## config.mk

```make
export PLATFORM = sky130hd
export DESIGN_NAME = keypad_scan_encoder
export DESIGN_NICKNAME = d
export VERILOG_FILES = /design/src/rtl/keypad_pkg.sv /design/src/rtl/sync_2ff.sv /design/src/rtl/keypad_scan_encoder.sv
export SDC_FILE = /design/constraint.sdc
export NUM_CORES = 1
export LEC_CHECK = 0
export BUFFER_PORTS_ARGS = -buffer_cell sky130_fd_sc_hd__buf_2
export CELL_PAD_IN_SITES_DETAIL_PLACEMENT = 1
export CELL_PAD_IN_SITES_GLOBAL_PLACEMENT = 2
export CORE_MARGIN = 2
export CORE_UTILIZATION = 35
export DETAILED_ROUTE_END_ITERATION = 7
export PLACE_DENSITY = 0.75
export SKIP_LAST_GASP = 1
export SLEW_MARGIN = 20
export SYNTH_ARGS = -nofsm -noshare
export SYNTH_HDL_FRONTEND = slang
export SYNTH_SLANG_ARGS = --single-unit
```

## constraint.sdc

```tcl
create_clock -name clk -period 1.9 [get_ports clk]
set_clock_uncertainty 0.05 [all_clocks]
set_input_delay 0 -clock clk [delete_from_list [all_inputs] [get_ports clk]]
set_output_delay 0 -clock clk [all_outputs]
set_load 0.02 [all_outputs]
```

## src/rtl/keypad_pkg.sv

```systemverilog
// Shared types and constants for the 4x4 keypad scanner.
// KEY_MAP is indexed by {row, col}; entry 0 is the top-left key.
package keypad_pkg;

  localparam int KPD_N = 4;

  typedef enum logic [1:0] {
    SCAN,
    DEBOUNCE,
    EMIT,
    WAIT_RELEASE
  } state_t;

  localparam logic [15:0][3:0] KEY_MAP = {
    4'hD, 4'hF, 4'h0, 4'hE,
    4'hC, 4'h9, 4'h8, 4'h7,
    4'hB, 4'h6, 4'h5, 4'h4,
    4'hA, 4'h3, 4'h2, 4'h1
  };

endpackage

```

## src/rtl/sync_2ff.sv

```systemverilog
// Two-flop synchronizer for asynchronous inputs.
// Resets to all-ones so idle pulled-up lines do not look active.
module sync_2ff #(
  parameter int WIDTH = 1
) (
  input  logic             clk,
  input  logic             rst,
  input  logic [WIDTH-1:0] d,
  output logic [WIDTH-1:0] q
);

  logic [WIDTH-1:0] meta;

  always_ff @(posedge clk or posedge rst) begin
    if (rst) begin
      meta <= '1;
      q    <= '1;
    end else begin
      meta <= d;
      q    <= meta;
    end
  end

endmodule

```

## src/rtl/keypad_scan_encoder.sv

```systemverilog
// 4x4 matrix keypad scanner: column drive, press/release debounce and hex encoding.
// Emits a one-cycle data_available strobe per accepted press.
module keypad_scan_encoder
  import keypad_pkg::*;
#(
  parameter int SCAN_DIV       = 27000,
  parameter int DEBOUNCE_SCANS = 10
) (
  input  logic       clk,
  input  logic       rst,
  input  logic [3:0] row_in,
  output logic [3:0] col_out,
  output logic [3:0] key_code,
  output logic       data_available,
  output logic       key_down
);

  localparam int DIV_W = (SCAN_DIV > 1) ? $clog2(SCAN_DIV) : 1;
  localparam int CNT_W = $clog2(DEBOUNCE_SCANS + 1);
  localparam logic [DIV_W-1:0] DIV_LAST = DIV_W'(SCAN_DIV - 1);
  localparam logic [CNT_W-1:0] DEB_LAST = CNT_W'(DEBOUNCE_SCANS - 1);

  state_t           state, state_n;
  logic [DIV_W-1:0] div_cnt;
  logic             tick;
  logic [3:0]       rows_s;
  logic             row_hit;
  logic [1:0]       hit_row;
  logic             same_row;
  logic [1:0]       col_idx;
  logic [1:0]       lat_row;
  logic [1:0]       lat_col;
  logic [CNT_W-1:0] deb_cnt;
  logic             col_adv;
  logic             enter_emit;
  logic             release_done;

  sync_2ff #(
    .WIDTH(KPD_N)
  ) u_row_sync (
    .clk(clk),
    .rst(rst),
    .d  (row_in),
    .q  (rows_s)
  );

  always_ff @(posedge clk or posedge rst) begin
    if (rst) begin
      div_cnt <= '0;
    end else if (tick) begin
      div_cnt <= '0;
    end else begin
      div_cnt <= div_cnt + 1'b1;
    end
  end

  assign tick = (div_cnt == DIV_LAST);

  // Scanning downward lets the lowest-indexed low row win.
  always_comb begin
    row_hit = ~&rows_s;
    hit_row = '0;
    for (int i = KPD_N - 1; i >= 0; i--) begin
      if (!rows_s[i]) hit_row = 2'(i);
    end
  end

  assign same_row = row_hit && (hit_row == lat_row);

  always_ff @(posedge clk or posedge rst) begin
    if (rst) begin
      state <= SCAN;
    end else begin
      state <= state_n;
    end
  end

  always_comb begin
    state_n = state;
    case (state)
      SCAN: begin
        if (tick && row_hit) state_n = DEBOUNCE;
      end
      DEBOUNCE: begin
        if (tick) begin
          if (!same_row)               state_n = SCAN;
          else if (deb_cnt == DEB_LAST) state_n = EMIT;
        end
      end
      EMIT: begin
        state_n = WAIT_RELEASE;
      end
      WAIT_RELEASE: begin
        if (tick && !row_hit && (deb_cnt == DEB_LAST)) state_n = SCAN;
      end
      default: begin
        state_n = SCAN;
      end
    endcase
  end

  always_comb begin
    data_available = (state == EMIT);
  end

  assign enter_emit   = (state == DEBOUNCE) && (state_n == EMIT);
  assign release_done = (state == WAIT_RELEASE) && (state_n == SCAN);
  assign col_adv      = ((state == SCAN) && tick && !row_hit) ||
                        ((state == DEBOUNCE) && tick && !same_row) ||
                        release_done;

  // key_code and key_down load on entry to EMIT so both are valid with the strobe.
  always_ff @(posedge clk or posedge rst) begin
    if (rst) begin
      col_idx  <= '0;
      lat_row  <= '0;
      lat_col  <= '0;
      deb_cnt  <= '0;
      key_code <= '0;
      key_down <= 1'b0;
    end else begin
      if (col_adv) col_idx <= col_idx + 1'b1;
      case (state)
        SCAN: begin
          if (tick && row_hit) begin
            lat_row <= hit_row;
            lat_col <= col_idx;
            deb_cnt <= '0;
          end
        end
        DEBOUNCE: begin
          if (tick && same_row && (deb_cnt != DEB_LAST)) deb_cnt <= deb_cnt + 1'b1;
        end
        EMIT: begin
          deb_cnt <= '0;
        end
        WAIT_RELEASE: begin
          if (tick) begin
            if (row_hit)                  deb_cnt <= '0;
            else if (deb_cnt != DEB_LAST) deb_cnt <= deb_cnt + 1'b1;
          end
        end
        default: begin
          deb_cnt <= '0;
        end
      endcase
      if (enter_emit) begin
        key_code <= KEY_MAP[{lat_row, lat_col}];
        key_down <= 1'b1;
      end
      if (release_done) key_down <= 1'b0;
    end
  end

  assign col_out = ~(4'b0001 << col_idx);

endmodule

```

==> flow_metrics.py, run 1 <==
metrics = {
    "outcome": {
        "violations": "negative setup slack",
        "outcome": "complete, but fails checks",
    },
    "final_layout": {
        "drive_above_1_share": 0.341,
        "antenna_cells": 0,
        "final_nets": 283,
        "n_fill_cell": 672,
        "area_delta_synth_final_pct": 33.5,
        "final_cell_mix": "buf_4, dfrtp_1, inv_1, nand2_1, buf_2",
        "final_common_cell": "buf_4",
    },
    "critical_path": {
        "worst_ep_required_time_ns": 2.04,
        "cp.arrival_ns": 2.07,
        "path_class": "reg -> reg",
        "cp-end-kind": "register",
        "start_kind": "register",
        "cp_max_fo": 5,
    },
    "logic_synthesis": {
        "synth-adder-area-share": 0.0659,
        "avgSynthCellArea_sq_um": 10.3,
        "synth_top_family_by_area": "simple AND/OR/NAND/NOR gates",
        "synth.ff_latch_count": 40,
        "synthFlopType": "dfrtp_1",
        "synth_compound_area_frac": 0.0887,
        "synth_mux_area_frac": 0.0647,
        "yosysWarnings": 0,
        "synthSimpleGateAreaFrac": 0.185,
        "synth_cells": 203,
        "synthXorXnorAreaFrac": 0.0587,
        "synthArstFlopShare": 1.00,
        "synth_cell_types": 46,
        "synth_edf_count": 0,
        "seq_area_frac_synth": 0.484,
        "mappedNetlistArea_sq_um": 2090,
        "synth_fp_nets": 220,
    },
    "power": {
        "cellLeakagePower_nw": 1.30,
        "p_per_area_nw_per_um2": 681,
        "vdd_drop_max_uv": 379,
        "power.total_mw": 1.90,
    },
    "timing": {
        "fin_crit_ns": 1.93,
        "finalWorstSetupSlack_ns": -0.0320,
        "slew_headroom": 0.655,
        "rsz0062_at_grt": "yes",
        "hold_viol": 0,
        "worstMarginPinSlew_ns": 0.517,
        "setup_violations": 5,
        "period_share": 1.02,
        "fmax_mhz": 518,
        "slew_viol_final": 0,
    },
    "place": {
        "place_congestion": 0.767,
        "place_ws_ns": -0.135,
        "dp_hpwl_microns": 3480,
        "numPortBuffers": 15,
    },
    "floorplanning": {
        "die_y_microns": 81.2,
        "die_w_microns": 81.2,
        "ioPinCount": 16,
        "row_count": 28,
        "core_sq_um": 5850,
        "initial_utilization": 0.357,
        "design.die.area_sq_um": 6600,
    },
    "grt": {
        "met2_usage": 0.293,
        "use_met3": 0.0367,
        "grt_overflow": 0,
        "grt_max_degree": 41,
        "grtUsageTotal": 0.168,
        "top_usage_layer": "met2",
        "grt_pass1_vias": 1775,
        "grt_pass1_wl_microns": 8320,
        "antenna_found_initial": 0,
        "met1_usage": 0.205,
    },
    "detailed_routing": {
        "finalWirelength_microns": 4780,
        "num_vias": 1653,
        "avgViaCountPerCell": 4.83,
        "drtPass1Iterations": 4,
        "drtIter0Drc": 46,
        "wl_per_cell_microns": 14.0,
        "ant_nets": 0,
        "drc_errors": 0,
    },
    "min_path": {
        "hold_class": "in -> reg",
    },
    "job": {
        "maxCapViolCount": 0,
    },
    "clocking": {
        "path_clk_slew_ns": 0.08,
        "cts.sinks": 40,
        "insertion_delay_ns": 0.30,
        "cts_tree": "built",
        "cts-root-buf": "clkbuf_8",
        "h-tree-depth": 2,
        "clock_path_buffers": 2,
        "cts_buffers": 5,
    },
}
## cell families after synthesis
group                      count (synthesis)
and+or+nand+nor                           73
DFF                                       40
AOI/OAI and AO/OA                         29
buffers and inverters                     26
xor gates and xnor gates                  14
adders and majority gates                 11
muxes                                     10
## area by class of cell
| class | instances | area (sq um) | area share |
|---|---|---|---|
| clock buffer | 5 | 68.8 | 0.0247 |
| timing repair buffer | 63 | 452 | 0.162 |
| inverter | 19 | 71.3 | 0.0256 |
| sequential | 40 | 1010 | 0.363 |
| tap | 75 | 93.8 | 0.0337 |
| multi-input combinational | 137 | 1000 | 0.359 |
| clock inverter | 3 | 90.1 | 0.0323 |
## cell usage after synthesis, drive strengths merged, types with 2 or more instances
| cell type | number | area (sq um) |
|---|---|---|
| nor4 | 2 | 27.5 |
| inv | 19 | 71.3 |
| nand2 | 16 | 60.1 |
| a211oi | 2 | 20.0 |
| or3 | 3 | 18.8 |
| xnor2 | 10 | 87.6 |
| nand3 | 11 | 55.1 |
| mux2 | 6 | 82.6 |
| nor2b | 2 | 12.5 |
| nor3 | 4 | 20.0 |
| nand4 | 6 | 37.5 |
| xor2 | 4 | 35.0 |
| mux2i | 3 | 30.0 |
| dfrtp | 32 | 801 |
| and3 | 3 | 18.8 |
| ha | 11 | 138 |
| nor2 | 16 | 60.1 |
| buf | 5 | 32.5 |
| nand2b | 4 | 25.0 |
| a31oi | 3 | 18.8 |
| a21oi | 3 | 15.0 |
| o21ai | 14 | 73.8 |
| dfstp | 8 | 210 |
| clkbuf | 2 | 7.51 |
## metrics by stage
step / util / hold WS [ns] / instances / TNS, ns / area [sq um]
2_1_floorplan: - / -0.0455 / 203 / -0.279 / 2090
3_3_place_gp: 0.432 / 0.0552 / 327 / -0.386 / 2530
3_5_place_dp: 0.432 / 0.0568 / 327 / -0.632 / 2530
4_1_cts: 0.472 / 0.280 / 341 / -0.192 / 2760
5_1_grt: 0.476 / 0.293 / 342 / -1.18 / 2790
6_report: 0.476 / 0.291 / 342 / -0.114 / 2790
## state kept, by name (all words and copies together), names as in the netlist
register and cells:
u_row_sync.q 4, div_cnt 15, lat_row 2, lat_col 2
deb_cnt 4, col_idx 2, u_row_sync.meta 4, state 2
key_code 4, key_down 1
## path summary, 6_finish.rpt
path | slack [ns] | cells after the start | start | to
max in group asynchronous | 1.12 | 4 | rst | u_row_sync.q[2]$_DFF_PP1_
hold / removal | 0.29 | 2 | row_in[2] | u_row_sync.meta[2]$_DFF_PP1_
setup / recovery | -0.03 | 5 | div_cnt[3]$_DFF_PP0_ | key_code[0]$_DFFE_PP0P_
hold reg to reg | 0.31 | 0 | u_row_sync.meta[0]$_DFF_PP1_ | u_row_sync.q[0]$_DFF_PP1_
min in group asynchronous | 0.32 | 4 | rst | lat_row[1]$_DFFE_PP0P_
setup reg to reg | -0.03 | 5 | div_cnt[3]$_DFF_PP0_ | key_code[0]$_DFFE_PP0P_
## report_power, final
group | internal, mW | leakage, nW | switching, mW
registers | 0.866 | 0.517 | 0.00466
logic | 0.0244 | 0.704 | 0.0307
clock network | 0.657 | 0.0784 | 0.315
## worst max-delay path: stages (launching register included)
cell and delay [ns]:
dfrtp_1 0.38, or2_1 0.26, nor4_4 0.31, nand3_1 0.12, or3_4 0.40, mux2_4 0.31
## layer usage
layer / part of all wire / routed length, microns / up-vias
li1: - / - / 815
met1: 0.45 / 2150 / 810
met2: 0.51 / 2430 / 22
met3: 0.027 / 129 / 6
met4: 0.017 / 80 / 0
met5: 0 / 0 / -
## timing repair
action / 4_1_cts / 5_1_grt
hold buffers: 5 / 0
resized for setup: 4 / 4
pin swaps: 4 / 2
buffers inserted: 1 / 1
hold endpoints to repair: 36 / 0
setup endpoints to repair: 6 / 17
Note: power is estimated with default switching activity, not from simulation.
==> run 2, diff against run 1 <==
--- a/config.mk
+++ b/config.mk
@@ -5,13 +5,14 @@
 export SDC_FILE = /design/constraint.sdc
 export NUM_CORES = 1
 export LEC_CHECK = 0
-export BUFFER_PORTS_ARGS = -buffer_cell sky130_fd_sc_hd__buf_2
+export BUFFER_PORTS_ARGS = -buffer_cell sky130_fd_sc_hd__buf_4
 export CELL_PAD_IN_SITES_DETAIL_PLACEMENT = 1
 export CELL_PAD_IN_SITES_GLOBAL_PLACEMENT = 2
 export CORE_MARGIN = 2
-export CORE_UTILIZATION = 35
+export CORE_UTILIZATION = 36
+export CTS_BUF_LIST = sky130_fd_sc_hd__clkbuf_4
 export DETAILED_ROUTE_END_ITERATION = 7
-export PLACE_DENSITY = 0.75
+export PLACE_DENSITY = 0.77
 export SKIP_LAST_GASP = 1
 export SLEW_MARGIN = 20
 export SYNTH_ARGS = -nofsm -noshare
==> run 2 against run 1 <==
Net effect:
- critical endpoint is now key_code[1]$_DFFE_PP0P_
- critical path depth unchanged
- the run still ends with negative setup slack left
- core utilization up 1.3 points
- combinational power up 2%
- non-clock buffer count down 3
- largest power group is now registers
==> flow_metrics.py, run 2 (same netlist as run 1, synthesis figures left out) <==
metrics = {
    "outcome": {
        "outcome": "complete, but fails checks",
        "violations": "negative setup slack",
    },
    "power": {
        "power.total_mw": 1.38,
        "p_int_mw": 1.04,
        "p_seq_frac": 0.635,
        "vdd_drop_max_uv": 391,
        "p_sw_frac": 0.244,
        "p_per_area_nw_per_um2": 507,
        "cellLeakagePower_nw": 1.24,
        "clock_power_share": 0.325,
        "p_comb_frac": 0.041,
        "switching_power_uw": 336,
    },
    "critical_path": {
        "cp.arrival_ns": 2.16,
        "r2r_cells": 5,
        "path_class": "reg -> reg",
        "reg2reg_slack_ns": -0.06,
        "cp-end-kind": "register",
        "reg2reg_to": "key_code[1]$_DFFE_PP0P_",
        "worstSetupStartpoint": "div_cnt[10]$_DFF_PP0_",
        "cpPeakStageDelay_ns": 0.39,
        "start_kind": "register",
        "critPathSlowestCell": "dfrtp_1",
        "path_cells": "or2_1 -> nor4_4 -> nand3_1 -> or3_4 -> mux2_4",
        "worst_ep_required_time_ns": 2.10,
        "cp_max_fo": 5,
        "reg2reg_from": "div_cnt[10]$_DFF_PP0_",
    },
    "final_layout": {
        "area_delta_synth_final_pct": 29.9,
        "max_flop_register": "div_cnt",
        "final_cell_mix": "buf_4, dfrtp_1, inv_1, nand2_1, nor2_1",
        "final_common_cell": "buf_4",
        "fin_cells": 336,
        "largest_reg_flops": 15,
        "antenna_cells": 0,
        "final_util": 0.490,
        "final_nets": 280,
        "drive_above_1_share": 0.337,
        "post-route-cell-area_sq_um": 2710,
    },
    "floorplanning": {
        "design.die.area_sq_um": 6430,
        "ioPinCount": 16,
        "die_w_microns": 80.2,
        "core_sq_um": 5540,
        "initial_utilization": 0.377,
        "row_count": 27,
        "die_y_microns": 80.2,
    },
    "grt": {
        "grt_pass1_vias": 1721,
        "grt_pass1_wl_microns": 7820,
        "antenna_found_initial": 0,
        "grtUsageTotal": 0.158,
        "grt_max_degree": 41,
        "grt_overflow": 0,
    },
    "timing": {
        "hold_viol": 0,
        "rsz0062_at_grt": "yes",
        "slew_headroom": 0.677,
        "worstMarginPinSlew_ns": 0.484,
        "hold_slack_ns": 0.242,
        "period_share": 1.03,
        "fmax_mhz": 511,
        "slew_viol_final": 0,
        "fin_crit_ns": 1.96,
        "finalWorstSetupSlack_ns": -0.0559,
        "setup_violations": 5,
    },
    "place": {
        "dp.cells": 319,
        "numPortBuffers": 15,
        "placed_area_sq_um": 2520,
        "place_congestion": 0.762,
        "dp_hpwl_microns": 3310,
    },
    "clocking": {
        "clock_path_buffers": 2,
        "cts-root-buf": "clkbuf_4",
        "cts_buffers": 5,
        "h-tree-depth": 2,
        "insertion_delay_ns": 0.36,
        "cts.sinks": 40,
        "path_clk_slew_ns": 0.13,
        "cts_tree": "built",
    },
    "job": {
        "maxCapViolCount": 0,
    },
    "detailed_routing": {
        "dr_wl_met3_microns": 126,
        "ant_nets": 0,
        "finalWirelength_microns": 4450,
        "avgViaCountPerCell": 4.84,
        "drc_errors": 0,
        "wl_per_cell_microns": 13.2,
        "dr_wl_met2_microns": 2110,
        "drtPass1Iterations": 4,
        "drtIter0Drc": 52,
        "num_vias": 1626,
        "top_layer": "met4",
        "wl_met1_microns": 2150,
    },
    "min_path": {
        "hp-start": "row_in[1]",
        "hold_class": "in -> reg",
        "holdPathEnd": "u_row_sync.meta[1]$_DFF_PP1_",
        "holdPathStages": 2,
    },
}
[run 2: cell count changes in the layout (fill, tap and decap cells not counted), moves of 2 or more]
cell        previous run  this run
buf_4                 42        54
clkinvlp_4             0         2
clkbuf_4               0         5
bufinv_16              3         0
clkbuf_8               5         0
buf_2                 15         0
[run 2: stage by stage]
stage / setup WS (ns) / setup TNS [ns]
floorplan: -0.0697 / -0.279
global placement: -0.0972 / -0.417
detailed placement: -0.125 / -0.555
CTS: -0.0688 / -0.291
global route: -0.133 / -1.10
finish: -0.0559 / -0.224
[run 2: layout make-up]
type	instances	area, sq um
Clock inverter	3	23.8
Multi-Input combinational cell	137	1010
Timing Repair Buffer	60	467
Sequential cell	40	1010
Fill cell	646	2830
Inverter	19	71.3
Tap cell	72	90.1
Clock buffer	5	37.5
[run 2: repair_timing]
| item | in CTS | in global routing |
|---|---|---|
| cloned | 0 | 0 |
| setup endpoints to repair | 13 | 17 |
| setup buffers | 2 | 2 |
| pin swaps | 2 | 0 |
| hold buffers | 5 | 0 |
| gates resized for setup | 2 | 6 |
| hold endpoints to repair | 36 | 0 |
[run 2: power groups by stage]
stage / Clock, mW / Sequential, mW / Combinational, mW
3_5_place_dp: 0 / 0.889 / 0.0482
2_1_floorplan: 0 / 0.887 / 0.0225
5_1_grt: 0.505 / 0.875 / 0.0646
4_1_cts: 0.477 / 0.874 / 0.0568
6_report: 0.446 / 0.873 / 0.0561
3_3_place_gp: 0 / 0.888 / 0.0477
[run 2: critical path: cells and delay by family (launching register included)]
kind | cells | cell delay [ns]
flip-flops | 1 | 0.39
multiplexers | 1 | 0.31
AND/OR/NAND/NOR | 4 | 1.09
[run 2: how the worst max path moves through the flow]
stage,end,depth (start not counted)
final,key_code[1]$_DFFE_PP0P_,5
after global routing,key_code[1]$_DFFE_PP0P_,5
after CTS,key_code[1]$_DFFE_PP0P_,5
after detailed placement,key_code[3]$_DFFE_PP0P_,5
after global placement,key_code[1]$_DFFE_PP0P_,5
after floorplan,key_code[0]$_DFFE_PP0P_,6
[run 2: layer usage]
| metal | GRT usage | vias up |
|---|---|---|
| met5 | 0 | - |
| met4 | 0.0508 | 0 |
| met3 | 0.0472 | 6 |
| met2 | 0.256 | 15 |
| met1 | 0.203 | 791 |
| li1 | - | 814 |
